## config.mk

```make
export PLATFORM = sky130hd
export DESIGN_NAME = mix_columns_seq_flat
export DESIGN_NICKNAME = d
export VERILOG_FILES = /design/src/rtl/mix_columns_seq_if.sv /design/src/rtl/mix_columns_seq.sv /design/src/flat_wrapper.sv
export SDC_FILE = /design/constraint.sdc
export NUM_CORES = 1
export LEC_CHECK = 0
export ABC_AREA = 1
export CORE_MARGIN = 8
export CORE_UTILIZATION = 45
export CTS_BUF_LIST = sky130_fd_sc_hd__clkbuf_8
export CTS_CLUSTER_DIAMETER = 50
export CTS_CLUSTER_SIZE = 30
export DETAILED_ROUTE_END_ITERATION = 12
export PLACE_DENSITY = 0.72
export RECOVER_POWER = 100
export SYNTH_ARGS = -nofsm -noshare
export SYNTH_HDL_FRONTEND = slang
export SYNTH_SLANG_ARGS = --single-unit
```

## constraint.sdc

```tcl
create_clock -name clk -period 6.7 [get_ports clk]
set_input_delay 1.675 -clock clk [delete_from_list [all_inputs] [get_ports clk]]
set_output_delay 1.675 -clock clk [all_outputs]
set_load 0.005 [all_outputs]
```

## src/rtl/mix_columns_seq_if.sv

```systemverilog
// Handshake bundle for the forward MixColumns stage: a 128-bit state in,
// a 128-bit mixed state out, each on its own valid/ready pair.
interface mix_columns_seq_if;
  logic [127:0] data_in;
  logic         in_valid;
  logic         in_ready;
  logic [127:0] data_out;
  logic         out_valid;
  logic         out_ready;
  logic         busy;

  // Block side: consumes the input handshake, produces the output handshake.
  modport slave (
    input  data_in,
    input  in_valid,
    input  out_ready,
    output in_ready,
    output data_out,
    output out_valid,
    output busy
  );

  // Upstream/downstream side, as seen by whoever drives the block.
  modport master (
    output data_in,
    output in_valid,
    output out_ready,
    input  in_ready,
    input  data_out,
    input  out_valid,
    input  busy
  );
endinterface

```

## src/rtl/mix_columns_seq.sv

```systemverilog
// Sequential AES-128 forward MixColumns. A state is latched on the input
// handshake, COLS_PER_CYCLE columns are mixed per clock, and the finished
// state is held on data_out until the output handshake completes. A new
// state may be accepted in the same cycle the previous result is taken.
module mix_columns_seq #(
  parameter int COLS_PER_CYCLE = 1
) (
  input  logic              clk,
  input  logic              rst,
  mix_columns_seq_if.slave  bus
);

  generate
    if (COLS_PER_CYCLE != 1 && COLS_PER_CYCLE != 2 && COLS_PER_CYCLE != 4) begin : g_bad_cols
      $error("mix_columns_seq: COLS_PER_CYCLE must be 1, 2 or 4");
    end
  endgenerate

  // Column counter step and the counter value of the final BUSY cycle.
  // With four columns per cycle the step truncates to zero, which is the
  // intended wrap back to column 0.
  localparam logic [1:0] STEP = 2'(COLS_PER_CYCLE);
  localparam logic [1:0] LAST = 2'(4 - COLS_PER_CYCLE);

  typedef enum logic [1:0] {
    IDLE = 2'd0,
    BUSY = 2'd1,
    DONE = 2'd2
  } state_t;

  state_t       state_q, state_d;
  logic [1:0]   col_cnt_q, col_cnt_d;
  logic [127:0] blk_q, blk_d;
  logic [127:0] res_q, res_d;
  logic [1:0]   col_idx;
  logic         take_out;

  // GF(2^8) multiply by 2 with reduction by the AES polynomial.
  function automatic logic [7:0] xtime(input logic [7:0] x);
    xtime = {x[6:0], 1'b0} ^ (x[7] ? 8'h1B : 8'h00);
  endfunction

  // GF(2^8) multiply by 3 = 2x + x.
  function automatic logic [7:0] mul3(input logic [7:0] x);
    mul3 = xtime(x) ^ x;
  endfunction

  // One column through the MixColumns matrix; row 0 sits in the top byte.
  function automatic logic [31:0] mix_col(input logic [31:0] c);
    logic [7:0] a0, a1, a2, a3;
    logic [7:0] b0, b1, b2, b3;
    a0 = c[31:24];
    a1 = c[23:16];
    a2 = c[15:8];
    a3 = c[7:0];
    b0 = xtime(a0) ^ mul3(a1) ^ a2        ^ a3;
    b1 = a0        ^ xtime(a1) ^ mul3(a2) ^ a3;
    b2 = a0        ^ a1        ^ xtime(a2) ^ mul3(a3);
    b3 = mul3(a0)  ^ a1        ^ a2        ^ xtime(a3);
    mix_col = {b0, b1, b2, b3};
  endfunction

  assign take_out = (state_q == DONE) && bus.out_ready;

  // Next-state logic: input acceptance, per-cycle column mixing, output release.
  always_comb begin
    state_d   = state_q;
    col_cnt_d = col_cnt_q;
    blk_d     = blk_q;
    res_d     = res_q;
    col_idx   = 2'd0;
    case (state_q)
      IDLE: begin
        if (bus.in_valid) begin
          blk_d     = bus.data_in;
          col_cnt_d = 2'd0;
          state_d   = BUSY;
        end
      end
      BUSY: begin
        for (int k = 0; k < COLS_PER_CYCLE; k++) begin
          col_idx = col_cnt_q + 2'(k);
          res_d[{col_idx, 5'd0} +: 32] = mix_col(blk_q[{col_idx, 5'd0} +: 32]);
        end
        col_cnt_d = col_cnt_q + STEP;
        if (col_cnt_q == LAST) begin
          state_d = DONE;
        end
      end
      DONE: begin
        // Result stays frozen here; a fresh block can ride in on the same
        // cycle the downstream takes the current one.
        if (take_out) begin
          if (bus.in_valid) begin
            blk_d     = bus.data_in;
            col_cnt_d = 2'd0;
            state_d   = BUSY;
          end else begin
            state_d = IDLE;
          end
        end
      end
      default: begin
        state_d = IDLE;
      end
    endcase
  end

  // State, counter, captured input and result registers; reset clears all.
  always_ff @(posedge clk) begin
    if (rst) begin
      state_q   <= IDLE;
      col_cnt_q <= 2'd0;
      blk_q     <= '0;
      res_q     <= '0;
    end else begin
      state_q   <= state_d;
      col_cnt_q <= col_cnt_d;
      blk_q     <= blk_d;
      res_q     <= res_d;
    end
  end

  assign bus.in_ready  = (state_q == IDLE) || take_out;
  assign bus.out_valid = (state_q == DONE);
  assign bus.busy      = (state_q == BUSY);
  assign bus.data_out  = res_q;

endmodule
```

## src/flat_wrapper.sv

```systemverilog
// flat-port wrapper written by rule: the top's interface ports become plain ports
module mix_columns_seq_flat 
#(
  parameter int COLS_PER_CYCLE = 1
)
  (clk, rst, bus_data_in, bus_in_valid, bus_out_ready, bus_in_ready, bus_data_out, bus_out_valid, bus_busy);
  mix_columns_seq_if bus_i ();
  input  logic clk;
  input  logic rst;
  input wire logic [$bits(bus_i.data_in)-1:0] bus_data_in;
  input wire logic [$bits(bus_i.in_valid)-1:0] bus_in_valid;
  input wire logic [$bits(bus_i.out_ready)-1:0] bus_out_ready;
  output wire logic [$bits(bus_i.in_ready)-1:0] bus_in_ready;
  output wire logic [$bits(bus_i.data_out)-1:0] bus_data_out;
  output wire logic [$bits(bus_i.out_valid)-1:0] bus_out_valid;
  output wire logic [$bits(bus_i.busy)-1:0] bus_busy;
  assign bus_i.data_in = bus_data_in;
  assign bus_i.in_valid = bus_in_valid;
  assign bus_i.out_ready = bus_out_ready;
  assign bus_in_ready = bus_i.in_ready;
  assign bus_data_out = bus_i.data_out;
  assign bus_out_valid = bus_i.out_valid;
  assign bus_busy = bus_i.busy;
  mix_columns_seq #(.COLS_PER_CYCLE(COLS_PER_CYCLE)) u_core (.clk(clk), .rst(rst), .bus(bus_i));
endmodule
```

Word-level counts from Yosys, hierarchy flattened
Cells that the tools add are included.
{ "totals": {"ff_bits": 260, "latchBits": 0, "ram_bits": 0, "romBits": 0, "output_inout_bits": 131, "wordCells": 59, "mem_count": 0} }
{ "op_classes": {"n_addsub": 2, "multipliers": 0, "div_mod_pow": 0, "magnitude_cmp": 0, "eq_ne": 6, "n_shift": 3, "mux": 16, "bitwise": 20, "reduce_logical": 8} }
{ "ops": {"columns": ["op", "n"], "rows": [
  ["$mux W128", 2],
  ["$pmux W128 S2", 1],
  ["$xor A8 B8 Y8", 20],
  ["$bwmux W128", 1],
  ["$shift A32 B9 Y128 const A", 1],
  ["$shiftx A128 B8 Y32", 1],
  ["$shiftx A32 B9 Y128", 1],
  ["$mux W5", 4],
  ["$pmux W2 S3", 2],
  ["$mux W2", 5],
  ["$neg A7 Y9", 1],
  ["$eq A2 B2 Y1 const B", 2],
  ["$ne A2 B1 Y1 const B", 2],
  ["$reduce_and A2 Y1", 2],
  ["$reduce_and A3 Y1", 1],
  ["$reduce_bool A3 Y1", 1],
  ["$add A2 B1 Y2 const B", 1],
  ["$eq A2 B1 Y1 const B", 1],
  ["$logic_not A2 Y1", 1],
  ["$ne A2 B2 Y1 const B", 1],
  ["$reduce_bool A2 Y1", 1],
  ["$logic_and A1 B1 Y1", 1],
  ["$logic_or A1 B1 Y1", 1],
  ["$mux W1", 1]
]} }

Depth between registers and ports, before layout
Gate-level depths: netlist (run 1).
{ "depth": {"ltp_word": 9, "ltp_mapped": 16, "mapped_depth_nobuf": 14} }

Worst setup path after synthesis (run 1)
Ideal clock, no wire load.
{ "synth_timing": {"path_type": "input to output", "start": "input port bus_out_ready", "end": "output port bus_in_ready", "arrival_ns": 1.878, "required_time_ns": 5.025, "path_slack_ns": 3.147, "path_stages": 4, "path_buffers": 0, "cell_sequence": "inv_1 nand2_1 nand2_1 inv_1"} }
{ "synth_between": {"elab_chain_cells": 2} }
{ "synth_lines": {"columns": ["item", "line", "source"], "rows": [
  ["from (decl)", "flat_wrapper.sv:12", "input wire logic [$bits(bus_i.out_ready)-1:0] bus_out_ready;"],
  ["$logic_and A1 B1 Y1", "mix_columns_seq.sv:63", "assign take_out = (state_q == DONE) && bus.out_ready;"],
  ["$logic_or A1 B1 Y1", "mix_columns_seq.sv:124", "assign bus.in_ready = (state_q == IDLE) || take_out;"],
  ["to (decl)", "flat_wrapper.sv:13", "output wire logic [$bits(bus_i.in_ready)-1:0] bus_in_ready;"]
]} }
Every way passes these cells.

Worst setup path after layout (run 1)
{ "layout_timing": {"start": "register u_core.col_cnt_q[0]", "end": "register u_core.res_q[98] (netlist: u_core.bus.data_out[98])"} }
{ "layout_between": {"elab_chain_cells": 9, "word_cells_on_any_way": 29, "cone_classes": "add/sub: 1; shift: 3; mux: 5; bitwise: 20"} }
{ "layout_lines": {"columns": ["item", "line", "source"], "rows": [
  ["from (decl)", "mix_columns_seq.sv:32", "logic [1:0] col_cnt_q, col_cnt_d;"],
  ["from (signal assigned)", "mix_columns_seq.sv:118", "col_cnt_q <= col_cnt_d;"],
  ["$shiftx A128 B8 Y32", "mix_columns_seq.sv:83", "res_d[{col_idx, 5'd0} +: 32] = mix_col(blk_q[{col_idx, 5'd0} +: 32]);"],
  ["$mux W5", "mix_columns_seq.sv:40", "xtime = {x[6:0], 1'b0} ^ (x[7] ? 8'h1B : 8'h00);"],
  ["$xor A8 B8 Y8", "mix_columns_seq.sv:40", null],
  ["$xor A8 B8 Y8", "mix_columns_seq.sv:45", "mul3 = xtime(x) ^ x;"],
  ["$xor A8 B8 Y8 (on tied branches) (3 in series)", "mix_columns_seq.sv:59, mix_columns_seq.sv:56", null],
  ["$shiftx A32 B9 Y128", "mix_columns_seq.sv:83", null],
  ["$bwmux W128 *", "mix_columns_seq.sv:83", null],
  ["to (signal assigned)", "mix_columns_seq.sv:120", "res_q <= res_d;"],
  ["to (decl)", "mix_columns_seq.sv:34", "logic [127:0] res_q, res_d;"]
]} }
Mark *: on every way between the ends. The rest lies on a longest branch, timed or not.
A chain may end at the register's enable or synchronous reset.

==> results of run 1 <==
## power by group through the flow
stage          Sequential, mW  Clock (mW)  Combinational [mW]
5_1_grt                  1.69        1.35                1.20
2_1_floorplan            1.70           0               0.696
6_report                 1.68        1.26                1.07
3_5_place_dp             1.71           0                1.06
4_1_cts                  1.68        1.28                1.07
3_3_place_gp             1.71           0                1.05
## cell usage after synthesis (all sizes together)
master    n  share of area (%)
inv      48                1.5
o21ai   129                5.1
nand2   781                 24
clkbuf   79                2.3
nand4    49                2.4
nand3   164                6.5
a21oi   136                5.4
xnor2     7               0.49
clkinv    1              0.030
ha        5               0.50
nor2    262                8.0
xor2      2               0.20
nand3b    3               0.18
dfxtp   260                 41
a211oi    1              0.059
nor4      1               0.17
buf      42                2.2
## per-layer routing
metal	track usage [%]	vias up
met5	0	-
met4	11.1	0
met3	5.24	82
met2	39.0	503
met1	31.9	6161
li1	-	6717
## metrics by stage
stage	cell area, sq um	utilization (%)	worst slack (ps)
final	15900	57.4	1740
after global routing	15900	57.4	1400
after CTS	16000	57.6	2080
after detailed placement	15300	55.1	2090
after global placement	15300	55.1	2090
after floorplan	12600	-	3150
## cells by family (layout without fill, tap and decap cells)
kind of cell / after synthesis / in the layout / share of synthesized area, %
AO/OA/AOI/OAI: 266 / 266 / 10.6
buffers and inverters: 170 / 375 / 6.03
XOR/XNOR: 9 / 9 / 0.684
adder cells (fa/ha/maj): 5 / 5 / 0.496
flip-flops: 260 / 260 / 41.2
AND/OR/NAND/NOR: 1260 / 1260 / 41.0
## layout make-up
cell class              instances  area share (%)
inverters                      49            1.21
well taps                     378            2.97
flip-flops and latches        260            32.7
multi-input cells            1540            41.7
clock buffers                  29            2.51
clock inverters                23            1.88
repair buffers                274            16.9
## path summary, 6_finish.rpt
| check | from | to | slack [ps] |
|---|---|---|---|
| max | u_core.col_cnt_q[0] | u_core.bus.data_out[98] | 1740 |
| min | u_core.bus.data_out[11] | u_core.bus.data_out[11] | 460 |
| max reg2reg | u_core.col_cnt_q[0] | u_core.bus.data_out[98] | 1740 |
| min reg2reg | u_core.bus.data_out[11] | u_core.bus.data_out[11] | 460 |
## state kept, by name, summed over array words and instances (netlist names)
| register | count |
|---|---|
| u_core.state_q | 2 |
| u_core.bus.data_out | 128 |
| u_core.blk_q | 128 |
| u_core.col_cnt_q | 2 |
## layout by cell type (no fill, tap or decap), types with 2 or more instances in the layout
cell type	Yosys	routed
sky130_fd_sc_hd__nand2_1	754	754
sky130_fd_sc_hd__dfxtp_1	260	258
sky130_fd_sc_hd__nor2_1	254	254
sky130_fd_sc_hd__nand3_1	164	164
sky130_fd_sc_hd__a21oi_1	136	136
sky130_fd_sc_hd__dlygate4sd3_1	0	131
sky130_fd_sc_hd__clkdlybuf4s50_1	0	130
sky130_fd_sc_hd__o21ai_0	129	129
sky130_fd_sc_hd__nand4_1	49	49
sky130_fd_sc_hd__inv_1	34	36
sky130_fd_sc_hd__clkbuf_8	0	29
sky130_fd_sc_hd__nand2_2	27	27
sky130_fd_sc_hd__inv_2	12	12
sky130_fd_sc_hd__nor2_2	8	8
sky130_fd_sc_hd__buf_4	10	8
sky130_fd_sc_hd__xnor2_1	7	7
sky130_fd_sc_hd__ha_1	5	5
sky130_fd_sc_hd__inv_8	0	5
sky130_fd_sc_hd__inv_6	1	4
sky130_fd_sc_hd__clkinvlp_4	0	4
sky130_fd_sc_hd__bufinv_16	0	4
sky130_fd_sc_hd__nand3b_1	3	3
sky130_fd_sc_hd__clkbuf_1	79	3
sky130_fd_sc_hd__clkinv_8	0	2
sky130_fd_sc_hd__clkinv_2	0	2
sky130_fd_sc_hd__clkbuf_2	0	2
## worst register-to-register path, stage by stage (launching register included)
cell                       delay, ps
sky130_fd_sc_hd__dfxtp_4         650
sky130_fd_sc_hd__clkbuf_1       2130
sky130_fd_sc_hd__ha_1            460
sky130_fd_sc_hd__nand2_1          70
sky130_fd_sc_hd__buf_4           290
sky130_fd_sc_hd__nor2_1          470
sky130_fd_sc_hd__buf_4           400
sky130_fd_sc_hd__nand4_1         170
sky130_fd_sc_hd__a21oi_1         250
==> run summary, run 1 <==
Outcome -> complete, but fails checks
Violations in the final reports -> max-capacitance violations, max-slew violations
Number of failing hold endpoints at the final stage -> 0
Total nets after synthesis -> 2107
Arrival time reported for the critical path endpoint -> 5470 ps
Total leakage power -> 7.10 nW
Largest fanout on the critical path -> 65
Core Area -> 0.0277 sq mm
Setup repair after global routing missed its margin -> no
Initial antenna violation count -> 0
Post-CTS setup buffers -> 0
# setup viols final -> 0
# nets final -> 2290
Vias in the first global route -> 12200
Area occupied by registers -> 0.00521 sq mm
Antenna viol nets, final -> 0
Final weighted congestion of routability-driven global placement -> 0.911
Mean instance size in the synthesized netlist -> 6.41 sq um
Routed met1 length -> 18400 um
Total vias in the final route -> 13500
Tcrit/Tclk final -> 74.0%
Number of cells on the critical path -> 8
Period minus WS final -> 4960 ps
Port Buffers -> 262
WL final -> 43100 um
Layout-stage area growth over the synthesis result -> 26.0%
Total standard cell area after synthesis -> 0.0126 sq mm
Metal2 WL -> 19300 um
Clock-pin slew on the worst setup and hold paths -> 100 ps
Net switching share of the total power -> 36.1%
Number of distinct library cells after synthesis -> 27
CTS H-tree depth -> 1
Number of cells on the worst hold path -> 2
Total inserted antenna cells -> 0
Top routing layer in use -> met4
Number of buffers on the longest clock path -> 3
DR WL/cell -> 16.9 um
Rows -> 61
Type of origin of the critical path -> register
Most Frequent Cell on Critical Path -> sky130_fd_sc_hd__buf_4
Clock network fraction of design power -> 31.5%
Gate Count Post-Synth -> 1970
Sink Count -> 260
Final Slew Violations -> 319
Worst-path cell with the longest stage delay -> sky130_fd_sc_hd__clkbuf_1
Clock root buffer master -> sky130_fd_sc_hd__clkbuf_8
Switching power -> 1.45 mW
DRC -> 0
Die outline height -> 183 um
Number of placed cells counting well taps -> 2501
Hold Worst Slack -> 464 ps
Max-slew headroom at the worst pin -> -97.1%
Post-detailed-route via-to-cell ratio -> 5.27
Maximum ir drop on the vdd rail -> 0.000127 V
Fraction of final layout cells sized beyond drive strength 1 -> 5.20%
Pin count of the biggest net entering global routing -> 130
Top-level port count -> 263
Post-cts resize count -> 0
Critical path class -> reg2reg
Die outline area -> 0.0337 sq mm
Sum of overflow across all layers after global routing -> 0
Post-layout power -> 4.01 mW
Type of the worst min-delay path -> reg2reg
Highest cell delay on the worst timing path -> 2120 ps
Worst r2r path cells -> 8
Relative contribution of combinational cells to total power -> 26.7%
Total area of multi-input combinational cells -> 0.00664 sq mm
Skew final -> 25.6 ps
Number of buffers created by CTS -> 28
Max-cap check violation count -> 5
Clock network latency to the later pin of the worst-skew pair -> 600 ps
Data required time at the worst endpoint -> 7220 ps
Overall die width -> 183 um
Effective utilization at floorplan -> 45.6%
Worst-path cell chain -> clkbuf_1, ha_1, nand2_1, buf_4, nor2_1, buf_4, nand4_1, a21oi_1
Internal power -> 2.57 mW
CTS tree -> done
Total negative slack -> 0 ps
PwrDens -> 252 mW/mm^2
Bufs and invs on worst path -> 3
Sequential cell area fraction in the yosys report -> 41.2%
Transition at the pin with the smallest max-transition slack -> 2960 ps
Final HPWL from detailed placement -> 31000 um
Length of the first detailed-routing pass in iterations -> 5
Timing-limited maximum frequency -> 202 MHz
Starting DRC count in detailed routing -> 1281
Number of storage elements in the synthesis netlist -> 260
Wire length of the first global-routing pass -> 67000 um
Synth warn -> 0
Hold bufs inserted after CTS -> 0
Filler Cell Count -> 2686
Number of standard cells in the final layout excluding fillers -> 2553
Element type at the critical path end -> register
All-Layer GR Usage -> 24.7%
Met3 Wirelength -> 3360 um
Sequential share of power -> 41.8%
Kind of cell with the highest combined delay on the critical path -> buffers and inverters
Note: power is estimated with default switching activity, not from simulation.
==> run 2, diff against run 1 <==
- PLACE_DENSITY: 0.72 -> 0.75
- clock period: 6.7 -> 4.3 ns (I/O delays scaled with it)
==> run summary, run 2 (same netlist as run 1, synthesis figures left out) <==
Starting DRC count in detailed routing -> 1465 (+14%)
Type of the worst min-delay path -> reg2reg
Port Buffers -> 262 (unchanged)
Die outline height -> 183 um (unchanged)
Number of cells on the worst hold path -> 2 (unchanged)
Total leakage power -> 7.13 nW (+0.40%)
Final Slew Violations -> 69 (-78%)
Initial antenna violation count -> 0 (unchanged)
Length of the first detailed-routing pass in iterations -> 6 (+1)
Violations in the final reports -> max-capacitance violations, max-slew violations
Period minus WS final -> 3600 ps
Leading cell type in the layout, fill and taps excluded -> sky130_fd_sc_hd__nand2_1
Number of standard cells in the final layout excluding fillers -> 2554 (+0.039%)
Timing-limited maximum frequency -> 278 MHz
Largest fanout on the critical path -> 97 (+49%)
Antenna viol nets, final -> 0 (unchanged)
Filler Cell Count -> 2703 (+0.63%)
PwrDens -> 386 mW/mm^2 (+53%)
Type of origin of the critical path -> input pin
Final HPWL from detailed placement -> 31500 um (+1.5%)
Number of placed cells counting well taps -> 2506 (+0.20%)
WL final -> 43500 um (+1.0%)
Tcrit/Tclk final -> 83.8%
Core Area -> 0.0277 sq mm (unchanged)
CTS H-tree depth -> 1 (unchanged)
Number of failing hold endpoints at the final stage -> 0 (unchanged)
Max-cap check violation count -> 1 (-4)
Element type at the critical path end -> register
Total vias in the final route -> 13600 (+0.71%)
Overall die width -> 183 um (unchanged)
Number of buffers on the longest clock path -> 3 (unchanged)
Clock-pin slew on the worst setup and hold paths -> 90 ps (about the same)
Data required time at the worst endpoint -> 4760 ps (-2460 ps)
Number of buffers created by CTS -> 26 (-7.1%)
Post-detailed-route via-to-cell ratio -> 5.31 (+0.67%)
Maximum ir drop on the vdd rail -> 0.000220 V (+73%)
Arrival time reported for the critical path endpoint -> 4070 ps (-1400 ps)
Layout-stage area growth over the synthesis result -> 25.9% (about the same)
# setup viols final -> 0 (unchanged)
Die outline area -> 0.0337 sq mm (unchanged)
Effective utilization at floorplan -> 45.6% (unchanged)
Vias in the first global route -> 12500 (+2.6%)
Fraction of final layout cells sized beyond drive strength 1 -> 4.41% (-0.78 points)
# nets final -> 2293 (+0.13%)
Total inserted antenna cells -> 0 (unchanged)
Sink Count -> 260 (unchanged)
Skew final -> 20.6 ps (-5.09 ps)
Critical path class -> in2reg
CTS tree -> done
DRC -> 0 (unchanged)
Pin count of the biggest net entering global routing -> 130 (unchanged)
Transition at the pin with the smallest max-transition slack -> 1530 ps (-1420 ps)
Post-cts resize count -> 0 (unchanged)
Post-CTS setup buffers -> 0 (unchanged)
Hold bufs inserted after CTS -> 0 (unchanged)
Post-layout power -> 6.14 mW (+53%)
Setup repair after global routing missed its margin -> no
Sum of overflow across all layers after global routing -> 0 (unchanged)
Outcome -> complete, but fails checks
Area occupied by registers -> 0.00521 sq mm (about the same)
Total negative slack -> 0 ps (unchanged)
Clock root buffer master -> sky130_fd_sc_hd__clkbuf_8
Final weighted congestion of routability-driven global placement -> 0.889 (-2.4%)
All-Layer GR Usage -> 24.9% (+0.24 points)
Commonest cells after routing, fill and taps aside -> 762 x sky130_fd_sc_hd__nand2_1, 260 x sky130_fd_sc_hd__nor2_1, 259 x sky130_fd_sc_hd__dfxtp_1
Wire length of the first global-routing pass -> 68100 um (+1.7%)
Clock network latency to the later pin of the worst-skew pair -> 590 ps (about the same)
Top-level port count -> 263 (unchanged)
Worst r2r path cells -> 13 (+5)
Total area of multi-input combinational cells -> 0.00661 sq mm (-0.41%)
Rows -> 61 (unchanged)
DR WL/cell -> 17.0 um (+0.96%)
Max-slew headroom at the worst pin -> -2.16% (+95 points)
[run 2: changes by cell type in the layout (fill, tap and decap cells not counted), sizes merged]
cell      change
inv           -1
buf           +7
clkinvlp      -4
clkinv        +4
clkbuf        -5
[run 2: layout make-up]
class / count / share of cell area, %
multi-input combinational: 1540 / 41.6
sequential: 260 / 32.8
timing repair buffer: 279 / 17.4
tap: 378 / 2.98
clock buffer: 26 / 2.25
clock inverter: 22 / 1.81
inverter: 49 / 1.21
[run 2: report_power, final]
group	switching [mW]	leakage, nW	internal, mW
logic	1.15	4.66	0.514
clock network	0.997	0.335	0.873
registers	0.0697	2.13	2.54
[run 2: worst paths after layout]
check                                from                       to  slack, ps
hold reg to reg   u_core.bus.data_out[14]  u_core.bus.data_out[14]        460
setup / recovery            bus_out_ready         u_core.blk_q[24]        700
setup reg to reg      u_core.col_cnt_q[0]  u_core.bus.data_out[50]        780
hold / removal    u_core.bus.data_out[14]  u_core.bus.data_out[14]        460
[run 2: critical path, stage by stage]
cell	delay [ps]
sky130_fd_sc_hd__dlygate4sd3_1	530
sky130_fd_sc_hd__inv_1	70
sky130_fd_sc_hd__nand2_1	50
sky130_fd_sc_hd__nand2_1	70
sky130_fd_sc_hd__inv_1	50
sky130_fd_sc_hd__nand2_1	860
sky130_fd_sc_hd__clkinvlp_2	490
sky130_fd_sc_hd__buf_4	510
sky130_fd_sc_hd__nor2_1	230
sky130_fd_sc_hd__nor2_1	80
[run 2: per-stage QoR]
step           cell area (sq um)  util, %  hold WS (ps)  setup slack (ps)
6_report                   15900     57.4           464               697
5_1_grt                    15900     57.4           478               452
4_1_cts                    16000     57.7           469               913
3_5_place_dp               15300     55.3           455               922
3_3_place_gp               15300     55.3           451               904
2_1_floorplan              12600        -           444              1950
[run 2: layer usage]
metal  GRT usage [%]  wire, um  part of all wire [%]  vias to the layer above
li1                -         -                     -                     6718
met1            33.3     18700                    43                     6248
met2            41.1     20100                    46                      530
met3            3.85      3550                   8.2                       63
met4            6.80      1150                   2.6                        0
met5               0         0                     0                        -
